$ cat src/rtl/gs_prefetch_buffer_if.sv
// Instruction-memory request/grant bus used by gs_prefetch_buffer.
// master: the prefetch buffer (issues requests). slave: the instruction memory.
interface gs_prefetch_buffer_if #(
  parameter int ADDR_W = 32,
  parameter int DATA_W = 32
);
  logic              im_req_o;
  logic [ADDR_W-1:0] im_addr_o;
  logic [3:0]        im_web_o;
  logic              im_gnt_i;
  logic              im_rvalid_i;
  logic [DATA_W-1:0] im_rdata_i;

  modport master (
    output im_req_o, im_addr_o, im_web_o,
    input  im_gnt_i, im_rvalid_i, im_rdata_i
  );

  modport slave (
    input  im_req_o, im_addr_o, im_web_o,
    output im_gnt_i, im_rvalid_i, im_rdata_i
  );
endinterface

$ cat src/rtl/gs_prefetch_buffer.sv
// Instruction prefetch buffer: issues sequential word reads ahead of the core,
// keeps up to DEPTH returned instructions with their addresses, and flushes on
// redirect while draining stale in-flight responses.
// Optional feature macro: GS_PF_BYPASS_EN (empty-FIFO combinational bypass of
// the returning read data to the instruction outputs).
module gs_prefetch_buffer #(
  parameter int ADDR_W = 32,
  parameter int DATA_W = 32,
  parameter int DEPTH  = 4
) (
  input  logic                clk,
  input  logic                rst,
  input  logic                redirect_i,
  input  logic [ADDR_W-1:0]   redirect_addr_i,
  output logic                instr_valid_o,
  output logic [DATA_W-1:0]   instr_o,
  output logic [ADDR_W-1:0]   instr_addr_o,
  input  logic                instr_ready_i,
  output logic                pf_fetching_o,
  output logic                pf_ready_o,
  gs_prefetch_buffer_if.master im
);
  localparam int PTR_W = $clog2(DEPTH);
  localparam int CNT_W = PTR_W + 1;
  localparam int SUM_W = CNT_W + 1;
  localparam logic [ADDR_W-1:0] STRIDE = ADDR_W'(DATA_W / 8);

  function automatic logic [ADDR_W-1:0] align_addr(input logic [ADDR_W-1:0] a);
    return a & ~(STRIDE - ADDR_W'(1));
  endfunction

  typedef enum logic [1:0] {IDLE = 2'd0, RUN = 2'd1, DRAIN = 2'd2} state_t;

  state_t            state_q, state_d;
  logic [ADDR_W-1:0] pc_q, raddr_q;
  logic [CNT_W-1:0]  out_cnt_q, out_cnt_d, fifo_cnt_q;
  logic [PTR_W-1:0]  rd_ptr_q, wr_ptr_q;
  logic [DATA_W-1:0] fifo_instr [DEPTH];
  logic [ADDR_W-1:0] fifo_addr  [DEPTH];
  logic              grant, rsp, accept, push, pop, fifo_empty, credit;

  assign fifo_empty = (fifo_cnt_q == '0);
  // Credits cover both buffered and in-flight words so a push never meets a full FIFO.
  assign credit = ({1'b0, fifo_cnt_q} + {1'b0, out_cnt_q}) < SUM_W'(DEPTH);
  assign grant  = im.im_req_o && im.im_gnt_i;
  // Any response outside IDLE retires an outstanding request, kept or not.
  assign rsp    = im.im_rvalid_i && (state_q != IDLE);
  // Only responses in RUN without a concurrent redirect belong to the live stream.
  assign accept = im.im_rvalid_i && (state_q == RUN) && !redirect_i;
  assign pop    = !fifo_empty && instr_ready_i;
  assign pf_fetching_o = im.im_req_o || (out_cnt_q != '0);
  assign pf_ready_o    = (state_q == RUN);

  // Outstanding-request count for the next cycle; a stale grant still counts.
  always_comb begin
    out_cnt_d = out_cnt_q;
    if (state_q == IDLE) out_cnt_d = '0;
    else                 out_cnt_d = out_cnt_q + CNT_W'(grant) - CNT_W'(rsp);
  end

  // FSM state register plus all control counters and pointers.
  always_ff @(posedge clk) begin
    if (!rst) begin
      state_q    <= IDLE;
      pc_q       <= '0;
      raddr_q    <= '0;
      out_cnt_q  <= '0;
      fifo_cnt_q <= '0;
      rd_ptr_q   <= '0;
      wr_ptr_q   <= '0;
    end else begin
      state_q   <= state_d;
      out_cnt_q <= out_cnt_d;
      if (redirect_i) begin
        pc_q       <= align_addr(redirect_addr_i);
        raddr_q    <= align_addr(redirect_addr_i);
        fifo_cnt_q <= '0;
        rd_ptr_q   <= '0;
        wr_ptr_q   <= '0;
      end else begin
        if (grant)  pc_q    <= pc_q + STRIDE;
        if (accept) raddr_q <= raddr_q + STRIDE;
        if (push)   wr_ptr_q <= wr_ptr_q + PTR_W'(1);
        if (pop)    rd_ptr_q <= rd_ptr_q + PTR_W'(1);
        fifo_cnt_q <= fifo_cnt_q + CNT_W'(push) - CNT_W'(pop);
      end
    end
  end

  // FIFO storage; data only, no reset needed since validity lives in fifo_cnt_q.
  always_ff @(posedge clk) begin
    if (push) begin
      fifo_instr[wr_ptr_q] <= im.im_rdata_i;
      fifo_addr[wr_ptr_q]  <= raddr_q;
    end
  end

  // FSM next state: redirect in RUN drains only if stale requests remain in flight.
  always_comb begin
    state_d = state_q;
    case (state_q)
      IDLE:    if (redirect_i) state_d = RUN;
      RUN:     if (redirect_i && (out_cnt_d != '0)) state_d = DRAIN;
      DRAIN:   if (!redirect_i && (out_cnt_d == '0)) state_d = RUN;
      default: state_d = IDLE;
    endcase
  end

  // FSM outputs: request depends only on state and credits, never on the grant.
  always_comb begin
    im.im_req_o  = (state_q == RUN) && credit;
    im.im_addr_o = pc_q;
    im.im_web_o  = 4'hF;
  end

`ifdef GS_PF_BYPASS_EN
  // Head of FIFO, or the returning word directly when the FIFO is empty.
  always_comb begin
    instr_valid_o = 1'b0;
    instr_o       = '0;
    instr_addr_o  = '0;
    push          = accept;
    if (!fifo_empty) begin
      instr_valid_o = 1'b1;
      instr_o       = fifo_instr[rd_ptr_q];
      instr_addr_o  = fifo_addr[rd_ptr_q];
    end else if (accept) begin
      instr_valid_o = 1'b1;
      instr_o       = im.im_rdata_i;
      instr_addr_o  = raddr_q;
      if (instr_ready_i) push = 1'b0;
    end
  end
`else
  // Head of FIFO; outputs read zero while empty.
  always_comb begin
    instr_valid_o = 1'b0;
    instr_o       = '0;
    instr_addr_o  = '0;
    push          = accept;
    if (!fifo_empty) begin
      instr_valid_o = 1'b1;
      instr_o       = fifo_instr[rd_ptr_q];
      instr_addr_o  = fifo_addr[rd_ptr_q];
    end
  end
`endif
endmodule
$ cat src/flat_wrapper.sv
// flat-port wrapper written by rule: the top's interface ports become plain ports
module gs_prefetch_buffer_flat 
#(
  parameter int ADDR_W = 32,
  parameter int DATA_W = 32,
  parameter int DEPTH  = 4
)
  (clk, rst, redirect_i, redirect_addr_i, instr_valid_o, instr_o, instr_addr_o, instr_ready_i, pf_fetching_o, pf_ready_o, im_im_req_o, im_im_addr_o, im_im_web_o, im_im_gnt_i, im_im_rvalid_i, im_im_rdata_i);
  gs_prefetch_buffer_if #(.ADDR_W(ADDR_W), .DATA_W(DATA_W)) im_i ();
  input  logic clk;
  input  logic rst;
  input  logic redirect_i;
  input  logic [ADDR_W-1:0] redirect_addr_i;
  output logic instr_valid_o;
  output logic [DATA_W-1:0] instr_o;
  output logic [ADDR_W-1:0] instr_addr_o;
  input  logic instr_ready_i;
  output logic pf_fetching_o;
  output logic pf_ready_o;
  output wire logic [$bits(im_i.im_req_o)-1:0] im_im_req_o;
  output wire logic [$bits(im_i.im_addr_o)-1:0] im_im_addr_o;
  output wire logic [$bits(im_i.im_web_o)-1:0] im_im_web_o;
  input wire logic [$bits(im_i.im_gnt_i)-1:0] im_im_gnt_i;
  input wire logic [$bits(im_i.im_rvalid_i)-1:0] im_im_rvalid_i;
  input wire logic [$bits(im_i.im_rdata_i)-1:0] im_im_rdata_i;
  assign im_im_req_o = im_i.im_req_o;
  assign im_im_addr_o = im_i.im_addr_o;
  assign im_im_web_o = im_i.im_web_o;
  assign im_i.im_gnt_i = im_im_gnt_i;
  assign im_i.im_rvalid_i = im_im_rvalid_i;
  assign im_i.im_rdata_i = im_im_rdata_i;
  gs_prefetch_buffer #(.ADDR_W(ADDR_W), .DATA_W(DATA_W), .DEPTH(DEPTH)) u_core (.clk(clk), .rst(rst), .redirect_i(redirect_i), .redirect_addr_i(redirect_addr_i), .instr_valid_o(instr_valid_o), .instr_o(instr_o), .instr_addr_o(instr_addr_o), .instr_ready_i(instr_ready_i), .pf_fetching_o(pf_fetching_o), .pf_ready_o(pf_ready_o), .im(im_i));
endmodule
$ cat config.mk
export PLATFORM = sky130hd
export DESIGN_NAME = gs_prefetch_buffer_flat
export DESIGN_NICKNAME = d
export VERILOG_FILES = /design/src/rtl/gs_prefetch_buffer_if.sv /design/src/rtl/gs_prefetch_buffer.sv /design/src/flat_wrapper.sv
export SDC_FILE = /design/constraint.sdc
export NUM_CORES = 1
export LEC_CHECK = 0
export ABC_AREA = 1
export ABC_CLOCK_PERIOD_IN_PS = 7500
export BUFFER_PORTS_ARGS = -buffer_cell sky130_fd_sc_hd__buf_2
export CORE_MARGIN = 5
export CORE_UTILIZATION = 60
export DETAILED_ROUTE_END_ITERATION = 8
export PLACE_DENSITY = 0.82
export SYNTH_ARGS = -nofsm -noshare
export SYNTH_HDL_FRONTEND = slang
export SYNTH_SLANG_ARGS = --single-unit
$ cat constraint.sdc
create_clock -name clk -period 7.5 [get_ports clk]
set_clock_uncertainty 0.2 [all_clocks]
set_input_delay 0.75 -clock clk [delete_from_list [all_inputs] [get_ports clk]]
set_output_delay 0.75 -clock clk [all_outputs]
set_load 0.03 [all_outputs]
==> results.sh <==
export IMPL_status="completed"
export IMPL_synthCells=1598
export IMPL_power_total_mw=3.94
export IMPL_yosys_area_top_type="edfxtp_1"
export IMPL_fp_dieW_um=166
export IMPL_rr_startpoint="u_core.state_q[0]$_SDFFE_PN0P_"
export IMPL_cts_buffer_depth=3
export IMPL_max_cap_violations=0
export IMPL_yosys_warnings=0
export IMPL_drive_gt1_share_pct=14.1
export IMPL_syn_area_per_cell_um2=9.17
export IMPL_core_region_area_um2=24200
export IMPL_hold_start="im_im_rdata_i[9]"
export IMPL_antenna_found_initial=0
export IMPL_cp_cell_sequence="inv_2 -> buf_4 -> o21ai_0 -> a21oi_1 -> buf_2"
export IMPL_path_max_fanout=78
export IMPL_synth_async_reset_ratio_pct=0
export IMPL_min_path_type="primary input to flip-flop"
export IMPL_grt_overflow=0
export IMPL_end_kind="primary output"
export IMPL_synth_cell_types=33
export IMPL_drt_iter0_drc=1250
export IMPL_cts_sinks=322
export IMPL_fmax_ghz=0.247
export IMPL_slowest_stage="buf_4"
export IMPL_clk_latency_ns=0.56
export IMPL_drv_slew=0
export IMPL_n_antenna_cell=0
export IMPL_die_h_um=166
export IMPL_post_cts_hold_buffer_count=0
export IMPL_cts_tree="yes"
export IMPL_crit_arrival_ns=3.10
export IMPL_tns_ns=0
export IMPL_grt_pass1_wl_mm=56.0
export IMPL_cts_clk_slew_worst_paths_ns=0.06
export IMPL_leakagePower_nw=6.41
export IMPL_grt_max_degree=87
export IMPL_io_pin_count=174
export IMPL_synth_seq_area_share_pct=60.9
export IMPL_fin_crit_ns=4.05
export IMPL_drt_pass1_iter_count=8
export IMPL_synth_common_cells="382 x nor2_1, 264 x nand2_1, 248 x edfxtp_1, 172 x o21ai_0, 121 x a21oi_1"
export IMPL_postRouteAntennaNets=0
export IMPL_hold_viol_final=0
export IMPL_slowest_delay_ns=0.68
export IMPL_grtUsageTotal_pct=24.6
export IMPL_cts_max_level=1
export IMPL_synth_edf_count=248
export IMPL_cp_top_family="buffers and inverters"
export IMPL_post_route_period_util_pct=54.0
export IMPL_root_buffer="clkbuf_16"
export IMPL_crit_buf_inv=3
export IMPL_rsz0062_at_grt="no"
export IMPL_row_count=57
export IMPL_cts_setup_buffers=0
export IMPL_area_delta_synth_final_pct=14.0
export IMPL_grt_pass1_vias=11019
export IMPL_cts_resized=0
export IMPL_drc=0
export IMPL_synthMostInstantiatedCell="nor2_1"
export IMPL_initial_utilization_pct=60.6
export IMPL_drt_wl_total_mm=35.5
export IMPL_die_area_um2=27700
export IMPL_setup_viol=0
export IMPL_routedWlPerCell_um=17.1
export IMPL_ir_worst_vdd_uv=180
export IMPL_gp_congestion=0.965
export IMPL_drt_vias_per_instance=5.61
export IMPL_worst_setup_path_start_kind="flip-flop"
export IMPL_worst_pin_slew_ns=0.986
export IMPL_yosys_top_cells_area="edfxtp_1 51%, dfxtp_1 10%, nor2_1 9.8%, nand2_1 6.8%, o21ai_0 5.9%"
export IMPL_cp_required_ns=6.55
export IMPL_portBuffers=163
export IMPL_slew_headroom_pct=34.2
export IMPL_vias=11661
export IMPL_numCtsBuffers=30
export IMPL_synth_area_um2=14700
export IMPL_fill_cells=1791
export IMPL_powerDensity_nw_per_um2=236
export IMPL_synth_seq_cells=322
export IMPL_hpwl_mm=22.2
export IMPL_nNetsFinal=1816
export IMPL_synthFlopType="edfxtp_1"
export IMPL_path_class="flip-flop to primary output"
export IMPL_netlist_area_leader_share_pct=50.8
==> worst register-to-register path, stage by stage (launching register included) <==
cell	delay [ns]
dfxtp_1	0.34
inv_2	0.08
nor2_8	0.12
nand2_1	0.13
nor2_2	0.77
inv_1	0.49
nor2_4	0.87
buf_4	0.57
==> placed cells by master (no fill, tap or decap), drive strengths merged, types with 10 or more instances in the layout <==
cell type / n
a21oi: 123
buf: 172
clkbuf: 40
dfxtp: 74
edfxtp: 248
ha: 12
inv: 112
nand2: 267
nand3: 65
nand4: 10
nor2: 389
o21ai: 172
xor2: 14
==> power by group <==
part           total, mW  internal (mW)  leakage (nW)  switching [mW]
logic              0.309         0.0885          3.03           0.220
clock network       1.62          0.982         0.517           0.637
registers           2.01           1.96          2.86          0.0504
total               3.94           3.03          6.41           0.908
==> kinds of logic (layout without fill, tap and decap cells) <==
family	after synthesis	count (layout)	synth area share, %
AOI/OAI and AO/OA	306	306	10.6
xor gates and xnor gates	18	18	1.08
adders and majority gates	14	14	1.30
buffers and inverters	188	340	5.34
DFF	322	322	60.9
other	2	8	0.0512
and+or+nand+nor	748	748	20.7
==> per-stage QoR <==
| step | cells | setup slack (ns) | util, % | cell area (um^2) | hold WS, ns |
|---|---|---|---|---|---|
| 5_1_grt | 2080 | 3.27 | 69.1 | 16700 | 0.198 |
| 3_5_place_dp | 2024 | 2.91 | 64.7 | 15700 | 0.251 |
| 3_3_place_gp | 2024 | 2.95 | 64.7 | 15700 | 0.247 |
| 2_1_floorplan | 1604 | 3.16 | - | 14700 | 0.236 |
| 4_1_cts | 2080 | 3.44 | 69.1 | 16700 | 0.191 |
| 6_report | 2080 | 3.45 | 69.1 | 16700 | 0.203 |
==> cell type report <==
cell class / count / area, um^2 / share of cell area [%]
clock buffers: 40 / 830 / 4.96
clock inverters: 16 / 236 / 1.41
inverters: 112 / 420 / 2.51
multi-input cells: 1094 / 5010 / 30.0
flip-flops and latches: 322 / 8930 / 53.4
well taps: 324 / 405 / 2.42
repair buffers: 172 / 883 / 5.28
==> final timing paths <==
check	slack, ns	to	depth (start not counted)
setup / recovery	3.45	instr_addr_o[20]	5
hold / removal	0.20	u_core.fifo_instr[0][9]$_DFFE_PP_	1
setup reg to reg	3.55	u_core.fifo_instr[3][19]$_DFFE_PP_	7
hold reg to reg	0.26	flip-flop	2
==> metal layers <==
metal | up-vias | share of wire [%] | GRT usage [%]
met3 | 53 | 8.0 | 3.19
met5 | - | 0 | 0
met2 | 570 | 50 | 42.6
met4 | 0 | 1.8 | 6.47
met1 | 5438 | 40 | 33.1
li1 | 5600 | - | -
==> state kept, by name, indices dropped and copies added (netlist names), named ones only <==
register / count
u_core.fifo_addr: 120
u_core.fifo_cnt_q: 3
u_core.fifo_instr: 128
u_core.im.im_addr_o: 30
u_core.out_cnt_q: 3
u_core.raddr_q: 30
u_core.rd_ptr_q: 2
u_core.state_q: 2
u_core.wr_ptr_q: 2
No activity file was read; power rests on OpenSTA's default activity.
